$ cat src/rtl/ssram_dma_engine_if.sv
// rtl/ssram_dma_engine_if.sv - config, SSRAM port B and system bus bundle for ssram_dma_engine
// Ports (master = DMA engine side):
//   config : cfgWe, cfgSel, cfgDataIn in; cfgDataOut out
//   SSRAM B: addressB, writeEnableB, dataInB out; dataOutB in
//   bus    : busRequest, beginTransaction, addressDataOut, burstSize, readNWrite,
//            dataValidOut, endTransactionOut out; busGrant, addressDataIn,
//            dataValidIn, endTransactionIn, busyIn, busErrorIn in
interface ssram_dma_engine_if #(
    parameter int bitwidth    = 32,
    parameter int nrOfEntries = 640
);
    localparam int AW = $clog2(nrOfEntries);

    logic                cfgWe;
    logic [2:0]          cfgSel;
    logic [31:0]         cfgDataIn;
    logic [31:0]         cfgDataOut;

    logic [AW-1:0]       addressB;
    logic                writeEnableB;
    logic [bitwidth-1:0] dataInB;
    logic [bitwidth-1:0] dataOutB;

    logic                busRequest;
    logic                busGrant;
    logic                beginTransaction;
    logic [31:0]         addressDataOut;
    logic [7:0]          burstSize;
    logic                readNWrite;
    logic                dataValidOut;
    logic                endTransactionOut;
    logic [31:0]         addressDataIn;
    logic                dataValidIn;
    logic                endTransactionIn;
    logic                busyIn;
    logic                busErrorIn;

    modport master (
        input  cfgWe, cfgSel, cfgDataIn,
        output cfgDataOut,
        output addressB, writeEnableB, dataInB,
        input  dataOutB,
        output busRequest, beginTransaction, addressDataOut, burstSize, readNWrite,
        output dataValidOut, endTransactionOut,
        input  busGrant, addressDataIn, dataValidIn, endTransactionIn, busyIn, busErrorIn
    );

    modport slave (
        output cfgWe, cfgSel, cfgDataIn,
        input  cfgDataOut,
        input  addressB, writeEnableB, dataInB,
        output dataOutB,
        input  busRequest, beginTransaction, addressDataOut, burstSize, readNWrite,
        input  dataValidOut, endTransactionOut,
        output busGrant, addressDataIn, dataValidIn, endTransactionIn, busyIn, busErrorIn
    );
endinterface

$ cat src/rtl/ssram_dma_engine.sv
// rtl/ssram_dma_engine.sv - bus-master DMA between system bus and SSRAM port B
// Ports: clock (system clock, also SSRAM clockB), reset (async active-low),
//        bus (ssram_dma_engine_if.master: config registers, SSRAM port B, system bus).
module ssram_dma_engine #(
    parameter int bitwidth    = 32,
    parameter int nrOfEntries = 640
) (
    input  logic               clock,
    input  logic               reset,
    ssram_dma_engine_if.master bus
);
    localparam int AW = $clog2(nrOfEntries);
    localparam logic [AW-1:0] LAST_ENTRY = AW'(nrOfEntries - 1);

    typedef enum logic [2:0] {
        S_IDLE, S_REQUEST, S_BEGIN, S_READ_BEATS,
        S_PREFETCH, S_WRITE_BEATS, S_END_WRITE, S_ERROR
    } state_t;

    state_t              state_q, state_d;
    logic [29:0]         bus_start_q, bus_start_d;
    logic [AW-1:0]       mem_start_q, mem_start_d;
    logic [9:0]          block_size_q, block_size_d;
    logic [7:0]          burst_cfg_q, burst_cfg_d;
    logic [1:0]          control_q, control_d;
    logic                err_q, err_d;
    logic [31:0]         bus_addr_q, bus_addr_d;
    logic [AW-1:0]       mem_addr_q, mem_addr_d;
    logic [9:0]          remaining_q, remaining_d;
    logic                dir_rd_q, dir_rd_d;      // 1 = bus-to-SSRAM
    logic [8:0]          beats_q, beats_d;
    logic [8:0]          beat_cnt_q, beat_cnt_d;
    logic                fresh_q, fresh_d;        // dataOutB holds a word addressed last cycle
    logic [bitwidth-1:0] rd_buf_q, rd_buf_d;

    logic [AW-1:0]       next_mem;
    logic [bitwidth-1:0] data_word;
    logic [9:0]          burst_p1;
    logic                busy, start_ok;

    logic [31:0]         cfg_out;
    logic [AW-1:0]       addr_b;
    logic                we_b, req, begin_t, rnw, dvo, endw;
    logic [bitwidth-1:0] din_b;
    logic [31:0]         ad_out;
    logic [7:0]          bsz;

    assign bus.cfgDataOut        = cfg_out;
    assign bus.addressB          = addr_b;
    assign bus.writeEnableB      = we_b;
    assign bus.dataInB           = din_b;
    assign bus.busRequest        = req;
    assign bus.beginTransaction  = begin_t;
    assign bus.addressDataOut    = ad_out;
    assign bus.burstSize         = bsz;
    assign bus.readNWrite        = rnw;
    assign bus.dataValidOut      = dvo;
    assign bus.endTransactionOut = endw;

    always_comb begin
        state_d      = state_q;
        bus_start_d  = bus_start_q;
        mem_start_d  = mem_start_q;
        block_size_d = block_size_q;
        burst_cfg_d  = burst_cfg_q;
        control_d    = control_q;
        err_d        = err_q;
        bus_addr_d   = bus_addr_q;
        mem_addr_d   = mem_addr_q;
        remaining_d  = remaining_q;
        dir_rd_d     = dir_rd_q;
        beats_d      = beats_q;
        beat_cnt_d   = beat_cnt_q;
        fresh_d      = 1'b0;
        rd_buf_d     = rd_buf_q;

        addr_b  = '0;
        we_b    = 1'b0;
        din_b   = '0;
        req     = 1'b0;
        begin_t = 1'b0;
        ad_out  = '0;
        bsz     = '0;
        rnw     = 1'b0;
        dvo     = 1'b0;
        endw    = 1'b0;

        busy      = (state_q != S_IDLE);
        next_mem  = (mem_addr_q == LAST_ENTRY) ? '0 : mem_addr_q + 1'b1;
        data_word = fresh_q ? bus.dataOutB : rd_buf_q;
        burst_p1  = {2'b00, burst_cfg_q} + 10'd1;
        start_ok  = bus.cfgWe && (bus.cfgSel == 3'd5) && (block_size_q != 10'd0) &&
                    ((bus.cfgDataIn == 32'd1) || (bus.cfgDataIn == 32'd2));

        case (bus.cfgSel)
            3'd1:    cfg_out = {bus_start_q, 2'b00};
            3'd2:    cfg_out = 32'(mem_start_q);
            3'd3:    cfg_out = 32'(block_size_q);
            3'd4:    cfg_out = 32'(burst_cfg_q);
            3'd5:    cfg_out = 32'(control_q);
            3'd6:    cfg_out = {30'd0, err_q, busy};
            default: cfg_out = '0;
        endcase

        case (state_q)
            S_IDLE: begin
                if (bus.cfgWe) begin
                    case (bus.cfgSel)
                        3'd1:    bus_start_d  = bus.cfgDataIn[31:2];
                        3'd2:    mem_start_d  = bus.cfgDataIn[AW-1:0];
                        3'd3:    block_size_d = bus.cfgDataIn[9:0];
                        3'd4:    burst_cfg_d  = bus.cfgDataIn[7:0];
                        default: ;
                    endcase
                end
                if (start_ok) begin
                    control_d   = bus.cfgDataIn[1:0];
                    err_d       = 1'b0;
                    bus_addr_d  = {bus_start_q, 2'b00};
                    mem_addr_d  = mem_start_q;
                    remaining_d = block_size_q;
                    dir_rd_d    = (bus.cfgDataIn[1:0] == 2'd1);
                    state_d     = S_REQUEST;
                end
            end
            S_REQUEST: begin
                req = 1'b1;
                if (bus.busGrant) begin
                    // remaining never exceeds burst_p1 (<= 256) on the else side
                    beats_d = (burst_p1 < remaining_q) ? burst_p1[8:0] : remaining_q[8:0];
                    state_d = S_BEGIN;
                end
            end
            S_BEGIN: begin
                req     = 1'b1;
                begin_t = 1'b1;
                ad_out  = bus_addr_q;
                bsz     = 8'(beats_q - 9'd1);
                rnw     = dir_rd_q;
                state_d = dir_rd_q ? S_READ_BEATS : S_PREFETCH;
            end
            S_READ_BEATS: begin
                req = 1'b1;
                if (bus.dataValidIn) begin
                    we_b        = 1'b1;
                    addr_b      = mem_addr_q;
                    din_b       = bus.addressDataIn[bitwidth-1:0];
                    mem_addr_d  = next_mem;
                    remaining_d = remaining_q - 10'd1;
                end
                if (bus.endTransactionIn) begin
                    req        = 1'b0;
                    bus_addr_d = bus_addr_q + {21'd0, beats_q, 2'b00};
                    state_d    = (remaining_d != 10'd0) ? S_REQUEST : S_IDLE;
                end
            end
            S_PREFETCH: begin
                req        = 1'b1;
                addr_b     = mem_addr_q;
                mem_addr_d = next_mem;
                fresh_d    = 1'b1;
                beat_cnt_d = beats_q;
                state_d    = S_WRITE_BEATS;
            end
            S_WRITE_BEATS: begin
                req      = 1'b1;
                addr_b   = mem_addr_q;
                dvo      = 1'b1;
                ad_out   = 32'(data_word);
                rd_buf_d = data_word;
                if (!bus.busyIn) begin
                    remaining_d = remaining_q - 10'd1;
                    beat_cnt_d  = beat_cnt_q - 9'd1;
                    if (beat_cnt_q == 9'd1) begin
                        state_d = S_END_WRITE;
                    end else begin
                        // read ahead the next word so it arrives with the next beat
                        mem_addr_d = next_mem;
                        fresh_d    = 1'b1;
                    end
                end
            end
            S_END_WRITE: begin
                endw       = 1'b1;
                bus_addr_d = bus_addr_q + {21'd0, beats_q, 2'b00};
                state_d    = (remaining_q != 10'd0) ? S_REQUEST : S_IDLE;
            end
            S_ERROR: begin
                err_d   = 1'b1;
                state_d = S_IDLE;
            end
            default: state_d = S_IDLE;
        endcase

        // a bus error overrides any bus-phase decision, including a beat seen this cycle
        if (busy && (state_q != S_ERROR) && bus.busErrorIn) begin
            we_b    = 1'b0;
            state_d = S_ERROR;
        end
    end

    always_ff @(posedge clock or negedge reset) begin
        if (!reset) begin
            state_q      <= S_IDLE;
            bus_start_q  <= '0;
            mem_start_q  <= '0;
            block_size_q <= '0;
            burst_cfg_q  <= '0;
            control_q    <= '0;
            err_q        <= 1'b0;
            bus_addr_q   <= '0;
            mem_addr_q   <= '0;
            remaining_q  <= '0;
            dir_rd_q     <= 1'b0;
            beats_q      <= '0;
            beat_cnt_q   <= '0;
            fresh_q      <= 1'b0;
            rd_buf_q     <= '0;
        end else begin
            state_q      <= state_d;
            bus_start_q  <= bus_start_d;
            mem_start_q  <= mem_start_d;
            block_size_q <= block_size_d;
            burst_cfg_q  <= burst_cfg_d;
            control_q    <= control_d;
            err_q        <= err_d;
            bus_addr_q   <= bus_addr_d;
            mem_addr_q   <= mem_addr_d;
            remaining_q  <= remaining_d;
            dir_rd_q     <= dir_rd_d;
            beats_q      <= beats_d;
            beat_cnt_q   <= beat_cnt_d;
            fresh_q      <= fresh_d;
            rd_buf_q     <= rd_buf_d;
        end
    end
endmodule

$ cat src/flat_wrapper.sv
// flat-port wrapper written by rule: the top's interface ports become plain ports
module ssram_dma_engine_flat 
#(
    parameter int bitwidth    = 32,
    parameter int nrOfEntries = 640
)
  (clock, reset, bus_cfgWe, bus_cfgSel, bus_cfgDataIn, bus_cfgDataOut, bus_addressB, bus_writeEnableB, bus_dataInB, bus_dataOutB, bus_busRequest, bus_beginTransaction, bus_addressDataOut, bus_burstSize, bus_readNWrite, bus_dataValidOut, bus_endTransactionOut, bus_busGrant, bus_addressDataIn, bus_dataValidIn, bus_endTransactionIn, bus_busyIn, bus_busErrorIn);
  ssram_dma_engine_if #(.bitwidth(bitwidth), .nrOfEntries(nrOfEntries)) bus_i ();
  input  logic clock;
  input  logic reset;
  input wire logic [$bits(bus_i.cfgWe)-1:0] bus_cfgWe;
  input wire logic [$bits(bus_i.cfgSel)-1:0] bus_cfgSel;
  input wire logic [$bits(bus_i.cfgDataIn)-1:0] bus_cfgDataIn;
  output wire logic [$bits(bus_i.cfgDataOut)-1:0] bus_cfgDataOut;
  output wire logic [$bits(bus_i.addressB)-1:0] bus_addressB;
  output wire logic [$bits(bus_i.writeEnableB)-1:0] bus_writeEnableB;
  output wire logic [$bits(bus_i.dataInB)-1:0] bus_dataInB;
  input wire logic [$bits(bus_i.dataOutB)-1:0] bus_dataOutB;
  output wire logic [$bits(bus_i.busRequest)-1:0] bus_busRequest;
  output wire logic [$bits(bus_i.beginTransaction)-1:0] bus_beginTransaction;
  output wire logic [$bits(bus_i.addressDataOut)-1:0] bus_addressDataOut;
  output wire logic [$bits(bus_i.burstSize)-1:0] bus_burstSize;
  output wire logic [$bits(bus_i.readNWrite)-1:0] bus_readNWrite;
  output wire logic [$bits(bus_i.dataValidOut)-1:0] bus_dataValidOut;
  output wire logic [$bits(bus_i.endTransactionOut)-1:0] bus_endTransactionOut;
  input wire logic [$bits(bus_i.busGrant)-1:0] bus_busGrant;
  input wire logic [$bits(bus_i.addressDataIn)-1:0] bus_addressDataIn;
  input wire logic [$bits(bus_i.dataValidIn)-1:0] bus_dataValidIn;
  input wire logic [$bits(bus_i.endTransactionIn)-1:0] bus_endTransactionIn;
  input wire logic [$bits(bus_i.busyIn)-1:0] bus_busyIn;
  input wire logic [$bits(bus_i.busErrorIn)-1:0] bus_busErrorIn;
  assign bus_i.cfgWe = bus_cfgWe;
  assign bus_i.cfgSel = bus_cfgSel;
  assign bus_i.cfgDataIn = bus_cfgDataIn;
  assign bus_cfgDataOut = bus_i.cfgDataOut;
  assign bus_addressB = bus_i.addressB;
  assign bus_writeEnableB = bus_i.writeEnableB;
  assign bus_dataInB = bus_i.dataInB;
  assign bus_i.dataOutB = bus_dataOutB;
  assign bus_busRequest = bus_i.busRequest;
  assign bus_beginTransaction = bus_i.beginTransaction;
  assign bus_addressDataOut = bus_i.addressDataOut;
  assign bus_burstSize = bus_i.burstSize;
  assign bus_readNWrite = bus_i.readNWrite;
  assign bus_dataValidOut = bus_i.dataValidOut;
  assign bus_endTransactionOut = bus_i.endTransactionOut;
  assign bus_i.busGrant = bus_busGrant;
  assign bus_i.addressDataIn = bus_addressDataIn;
  assign bus_i.dataValidIn = bus_dataValidIn;
  assign bus_i.endTransactionIn = bus_endTransactionIn;
  assign bus_i.busyIn = bus_busyIn;
  assign bus_i.busErrorIn = bus_busErrorIn;
  ssram_dma_engine #(.bitwidth(bitwidth), .nrOfEntries(nrOfEntries)) u_core (.clock(clock), .reset(reset), .bus(bus_i));
endmodule
$ cat config.mk
export PLATFORM = sky130hd
export DESIGN_NAME = ssram_dma_engine_flat
export DESIGN_NICKNAME = d
export VERILOG_FILES = /design/src/rtl/ssram_dma_engine_if.sv /design/src/rtl/ssram_dma_engine.sv /design/src/flat_wrapper.sv
export SDC_FILE = /design/constraint.sdc
export NUM_CORES = 1
export LEC_CHECK = 0
export ABC_CLOCK_PERIOD_IN_PS = 2410
export BUFFER_PORTS_ARGS = -buffer_cell sky130_fd_sc_hd__buf_4
export CAP_MARGIN = 20
export CELL_PAD_IN_SITES_DETAIL_PLACEMENT = 1
export CELL_PAD_IN_SITES_GLOBAL_PLACEMENT = 2
export CORE_UTILIZATION = 31
export CTS_BUF_LIST = sky130_fd_sc_hd__clkbuf_4 sky130_fd_sc_hd__clkbuf_8
export DETAILED_ROUTE_END_ITERATION = 8
export HOLD_SLACK_MARGIN = 0.03
export PLACE_DENSITY_LB_ADDON = 0.1
export RECOVER_POWER = 25
export SYNTH_ARGS = -nofsm -noshare
export SYNTH_HDL_FRONTEND = slang
export SYNTH_SLANG_ARGS = --single-unit
$ cat constraint.sdc
create_clock -name clock -period 2.41 [get_ports clock]
set_input_delay 0.482 -clock clock [delete_from_list [all_inputs] [get_ports clock]]
set_output_delay 0.482 -clock clock [all_outputs]
set_load 0.01 [all_outputs]
## After elaboration in Yosys (flattened, before gate mapping)

Index checks and enable logic that the tools add are counted.

- Register bits: 168
- Latch bits: 0
- RAM bits: 0
- Bits in read-only memories: 0
- Input bits: 107
- Output and inout port bits: 120
- Memories: 0

- Add/sub/neg operators: 6
- Multipliers: 0
- Div/mod/pow operators: 0
- $lt $le $gt $ge: 1
- Equality and inequality tests: 29
- Shift-type cells: 0
- Multiplexer cells: 49
- Bitwise gates (word level): 0
- Reduce and logical (&&, ||, !) cells: 30

Operator list:

| operator | count |
|---|---|
| $pmux 32 s6 | 1 |
| $mux 32 | 5 |
| $mux 10 | 10 |
| $pmux 32 s3 | 1 |
| $pmux 32 s2 | 1 |
| $pmux 10 s4 | 1 |
| $add 32x11->32 | 1 |
| $eq 32x1->1 const B | 1 |
| $eq 32x2->1 const B | 1 |
| $pmux 10 s3 | 1 |
| $reduce_bool 10->1 | 3 |
| $pmux 3 s8 | 1 |
| $eq 3x3->1 const B | 7 |
| $mux 3 | 7 |
| $pmux 10 s2 | 1 |
| $mux 9 | 2 |
| $pmux 9 s2 | 1 |
| $reduce_and 3->1 | 6 |
| $mux 1 | 13 |
| $eq 3x2->1 const B | 4 |
| $add 10x1->10 const B | 1 |
| $eq 10x10->1 const B | 1 |
| $lt 10x10->1 | 1 |
| $reduce_and 5->1 | 2 |
| other kinds (23) | 42 |

## Logic depth before layout (Yosys ltp)

- Word-level depth: 8
- Depth in mapped cells: 12
- Mapped depth without buffers: 11

## Least setup slack after synthesis

Ideal clock, no wire load.

- Path kind: flip-flop to flip-flop
- Start point: register u_core.state_q[2]
- End point: register u_core.remaining_q[7]
- Arrival time: 2.547 ns
- Path slack: -0.263 ns
- Stages on the path, launching flop included: 9
- Buffers on the path: 3
- Clock period less this slack: 2.673 ns
- Cells stage by stage: dfrtp_1 or3_1 buf_2 or4b_1 or4_1 buf_2 and3_4 buf_6 o32a_1

- Word-level cells in the longest chain between the ends: 3
- Elaborated cells between the ends (all ways): 8
- Those cells by class: 4 x eq/ne; 1 x mux; 3 x reduce/logical

RTL lines:

| item | RTL line | source |
|---|---|---|
| from (decl) | ssram_dma_engine.sv:20 | `state_t state_q, state_d;` |
| from (signal assigned) | ssram_dma_engine.sv:220 | `state_q <= state_d;` |
| $eq 3x3->1 (tied with other cells) | ssram_dma_engine.sv:105 | `case (state_q)` |
| $ne 2x2->1 (no line) (tied with other cells) | n/a |  |
| $reduce_and 3->1 (no line) | n/a |  |
| to (signal assigned) | ssram_dma_engine.sv:229 | `remaining_q <= remaining_d;` |
| to (decl) | ssram_dma_engine.sv:29 | `logic [9:0] remaining_q, remaining_d;` |

Parallel ways exist; a longest one is shown, timed or not.
A chain may end at the register's enable or synchronous reset.

## Final worst setup path

- Start point: register u_core.burst_cfg_q[3]
- End point: register u_core.beats_q[7]

- Word-level cells in the longest chain between the ends: 3

RTL lines:

| item | RTL line | source |
|---|---|---|
| from (decl) | ssram_dma_engine.sv:24 | `logic [7:0] burst_cfg_q, burst_cfg_d;` |
| from (signal assigned) | ssram_dma_engine.sv:224 | `burst_cfg_q <= burst_cfg_d;` |
| $add 8x1->9 * | ssram_dma_engine.sv:91 | `burst_p1 = {2'b00, burst_cfg_q} + 10'd1;` |
| $lt 10x10->1 | ssram_dma_engine.sv:130 | `beats_d = (burst_p1 < remaining_q) ? burst_p1[8:0] : remaining_q[8:0];` |
| $mux 9 * | ssram_dma_engine.sv:130 |  |
| to (signal assigned) | ssram_dma_engine.sv:231 | `beats_q <= beats_d;` |
| to (decl) | ssram_dma_engine.sv:31 | `logic [8:0] beats_q, beats_d;` |

Mark *: on every way between the ends. The rest lies on a longest branch, timed or not.

==> flow_summary_export.csv <==
group,metric,value,unit
power_and_ir_drop,seqPwrFrac,24.0,%
critical_path,worst_setup_path_start_kind,"flip-flop",
synth,synth_warnings,0,
synth,netlist_area,0.0105,sq mm
critical_path,cp_data_arrival_time,3120,ps
clock_tree,cts_made_buffers,17,
grt,grt_pass1_wl,65100,um
power_and_ir_drop,pwr-share-comb,66.4,%
route,vias,10900,
worst_hold_path,whs_path_depth,2,
route,routedWlPerCell,22.4,um
critical_path,ff2ff_setup_slack,-310,ps
power_and_ir_drop,p_leak,7.96,nW
sta,tightest_slew,1550,ps
floorplan,start_util,31.9,%
critical_path,r2r-start,"u_core.burst_cfg_q[3]",
finish,nNetsFinal,1729,
synth,async_reset_ff_share,100,%
synth,ys_seq_area_share,39.6,%
synth,synth_edf_count,0,
place,globalplace.congestion,0.881,
clock_tree,htree_levels,4,
sta,fmax,0.367,GHz
clock_tree,cts_sinks,166,
status,violations,"max-capacitance violations, max-slew violations, negative setup slack",
worst_hold_path,worstHoldStart,"bus_dataOutB[19]",
critical_path,reg2reg_to,"u_core.beats_q[7]",
power_and_ir_drop,p_total,20.7,mW
clock_tree,insertion_delay,520,ps
sta,rsz0062_at_grt,"true",
floorplan,ios,227,
grt,grt-ovfl-total,0,
synth,ys_top_cells_by_area,"dfrtp_1 40%, mux2_2 9.9%, mux2i_1 5.0%, nand2_1 4.2%, o21ai_0 4.2%",
finish,final_cell_mix,"375 x buf_4, 164 x dfrtp_1, 92 x mux2_2",
critical_path,critPathKind,"reg2reg",
power_and_ir_drop,p_switching,9.25,mW
finish,layout_commonest_cell,"buf_4",
grt,grt_max_degree,55,
route,dr.first_iter.drc_count,590,
floorplan,die_h,186,um
clock_tree,cts_tree,"done",
finish,drive_above_1_share,52.2,%
floorplan,num_rows,66,
synth,syn_inst,1146,
synth,synth_top_cell_by_area,"dfrtp_1",
sta,report.final.slew_viol_count,54,
floorplan,die_w,186,um
floorplan,core_area,0.0329,sq mm
place,dp_hpwl,32700,um
finish,utilization,51.8,%
power_and_ir_drop,power_density,1220,mW/mm^2
synth,synth-seq-cells,166,
sta,hold_viol_final,0,
route,first_pass_iters,5,
sta,fin_crit,2720,ps
critical_path,worstRegToRegCells,12,
finish,areaGrowthSynthToFinish,62.4,%
sta,fin_crit_sh,113,%
sta,setup_viol,135,
job,maxCapViolCount,1,
grt,grt_pass1_vias,11000,
grt,antenna_found_initial,0,
worst_hold_path,hold_class,"in2reg",
synth,synth_fp_nets,1278,
synth,synth_top_area_share,39.6,%
finish,antennaDiodeCount,0,
critical_path,endpoint_kind,"flip-flop",
sta,relSlewSlack,-3.58,%
power_and_ir_drop,power_frac_clock,9.6,%
clock_tree,clk_path_buf_depth,2,
power_and_ir_drop,peakVddDrop,0.518,mV
worst_hold_path,holdPathEnd,"u_core.rd_buf_q[19]",
power_and_ir_drop,p_int,11.4,mW
synth,syn_area_per_cell,9.14,sq um
power_and_ir_drop,p_sw_share,44.7,%
clock_tree,cts_root_buf,"clkbuf_8",
synth,synth_cell_types,67,
critical_path,required,2800,ps
route,post-route-drc-count,0,
place,port-buffer-count,226,
sta,timing.final.ws_setup,-315,ps
route,viasPerCell,5.32,
clock_tree,clk_pin_slew_worst_paths,110,ps
place,dp_slack,-544,ps
status,status,"finished, violations left",
floorplan,die_area,0.0345,sq mm
route,drt-total-wl,45900,um
route,antenna_left,0,
critical_path,crit_fanout,7,
sta,skew,24.0,ps
grt,grt_util_all_layers,25.2,%
synth,ys.flop_type,"dfrtp_1",
==> worst max-delay path: stages, from the launching register on <==
cell and delay, ps:
dfrtp_1 410, buf_4 140, buf_4 130, buf_4 130, xnor2_2 270, ha_1 230, a2111oi_0 80, a211o_1 310
a211oi_2 260, buf_6 210, buf_6 140, mux2i_1 210, o21ai_1 80
==> final cells by class <==
type | count | area (sq um)
Fill cell | 3754 | 15900
Multi-Input combinational cell | 887 | 7250
Timing Repair Buffer | 501 | 4590
Sequential cell | 166 | 4160
Tap cell | 442 | 553
Clock buffer | 17 | 234
Clock inverter | 15 | 123
Inverter | 24 | 109
==> how the worst max path moves through the flow <==
stage	from	end	slack [ps]
after CTS	u_core.state_q[0]	bus_cfgDataOut[0]	-290
after global placement	u_core.block_size_q[9]	u_core.bus_addr_q[15]	-470
final	u_core.burst_cfg_q[3]	u_core.beats_q[7]	-310
after global routing	u_core.burst_cfg_q[2]	u_core.beats_q[7]	-400
after detailed placement	bus_cfgDataIn[17]	u_core.bus_addr_q[21]	-540
after floorplan	u_core.state_q[2]	u_core.remaining_q[7]	-260
==> cells by family after synthesis <==
| family | count (synthesis) | share of synthesized area [%] |
|---|---|---|
| muxes | 144 | 14.9 |
| and+or+nand+nor | 409 | 19.8 |
| buffers and inverters | 95 | 3.56 |
| xor gates and xnor gates | 22 | 1.84 |
| adders and majority gates | 25 | 3.06 |
| DFF | 166 | 39.6 |
| AOI/OAI and AO/OA | 285 | 17.3 |
==> registers in the layout, summed over array words and instances (netlist names), 9 cells and up <==
register and flops:
u_core.mem_start_q 10, u_core.beat_cnt_q 9, u_core.bus_start_q 30, u_core.bus_addr_q 30
u_core.block_size_q 10, u_core.rd_buf_q 32, u_core.beats_q 9, u_core.remaining_q 10
u_core.mem_addr_q 10
==> routing by layer <==
layer | vias up | GRT usage (%) | share of wire, %
met3 | 68 | 4.15 | 4.1
met1 | 5487 | 32.8 | 44
met5 | - | 0 | 0
li1 | 5107 | - | -
met4 | 0 | 8.16 | 2.7
met2 | 255 | 42.2 | 49
==> timing repair <==
item | in CTS | in global routing
resized for setup | 204 | 247
setup buffers | 18 | 33
hold buffers | 1 | 0
endpoints found under the hold margin | 49 | 0
endpoints found under the setup margin | 147 | 146
cloned | 5 | 15
pin swaps | 52 | 94
==> metrics by stage <==
stage	cell area, sq um	setup TNS (ps)	std cells	hold WS, ps
3_3_place_gp	14100	-20630	1954	459
3_5_place_dp	14100	-24700	1954	463
4_1_cts	15500	-15950	2007	172
5_1_grt	17000	-29460	2052	175
2_1_floorplan	10500	-3070	1146	186
6_report	17000	-17230	2052	208
==> Yosys cell counts, drive strengths merged, types with 15 or more instances <==
master  count
a21oi      60
nand2     119
ha         24
and3       51
nor2       77
o21ai      88
nand3      25
nor4       18
nand2b     15
and2       37
mux2i      52
nor3       18
inv        22
clkbuf     58
mux2       92
o22ai      18
dfrtp     166
==> power by group through the flow <==
stage	Sequential, mW	Combinational [mW]	Clock, mW
after detailed placement	4.89	10.0	0
after global placement	4.83	9.79	0
after global routing	5.10	14.7	2.15
after floorplan	4.58	5.59	0
final	4.97	13.7	1.98
after CTS	4.88	11.5	2.04
Power figures use the tool's default switching activity.
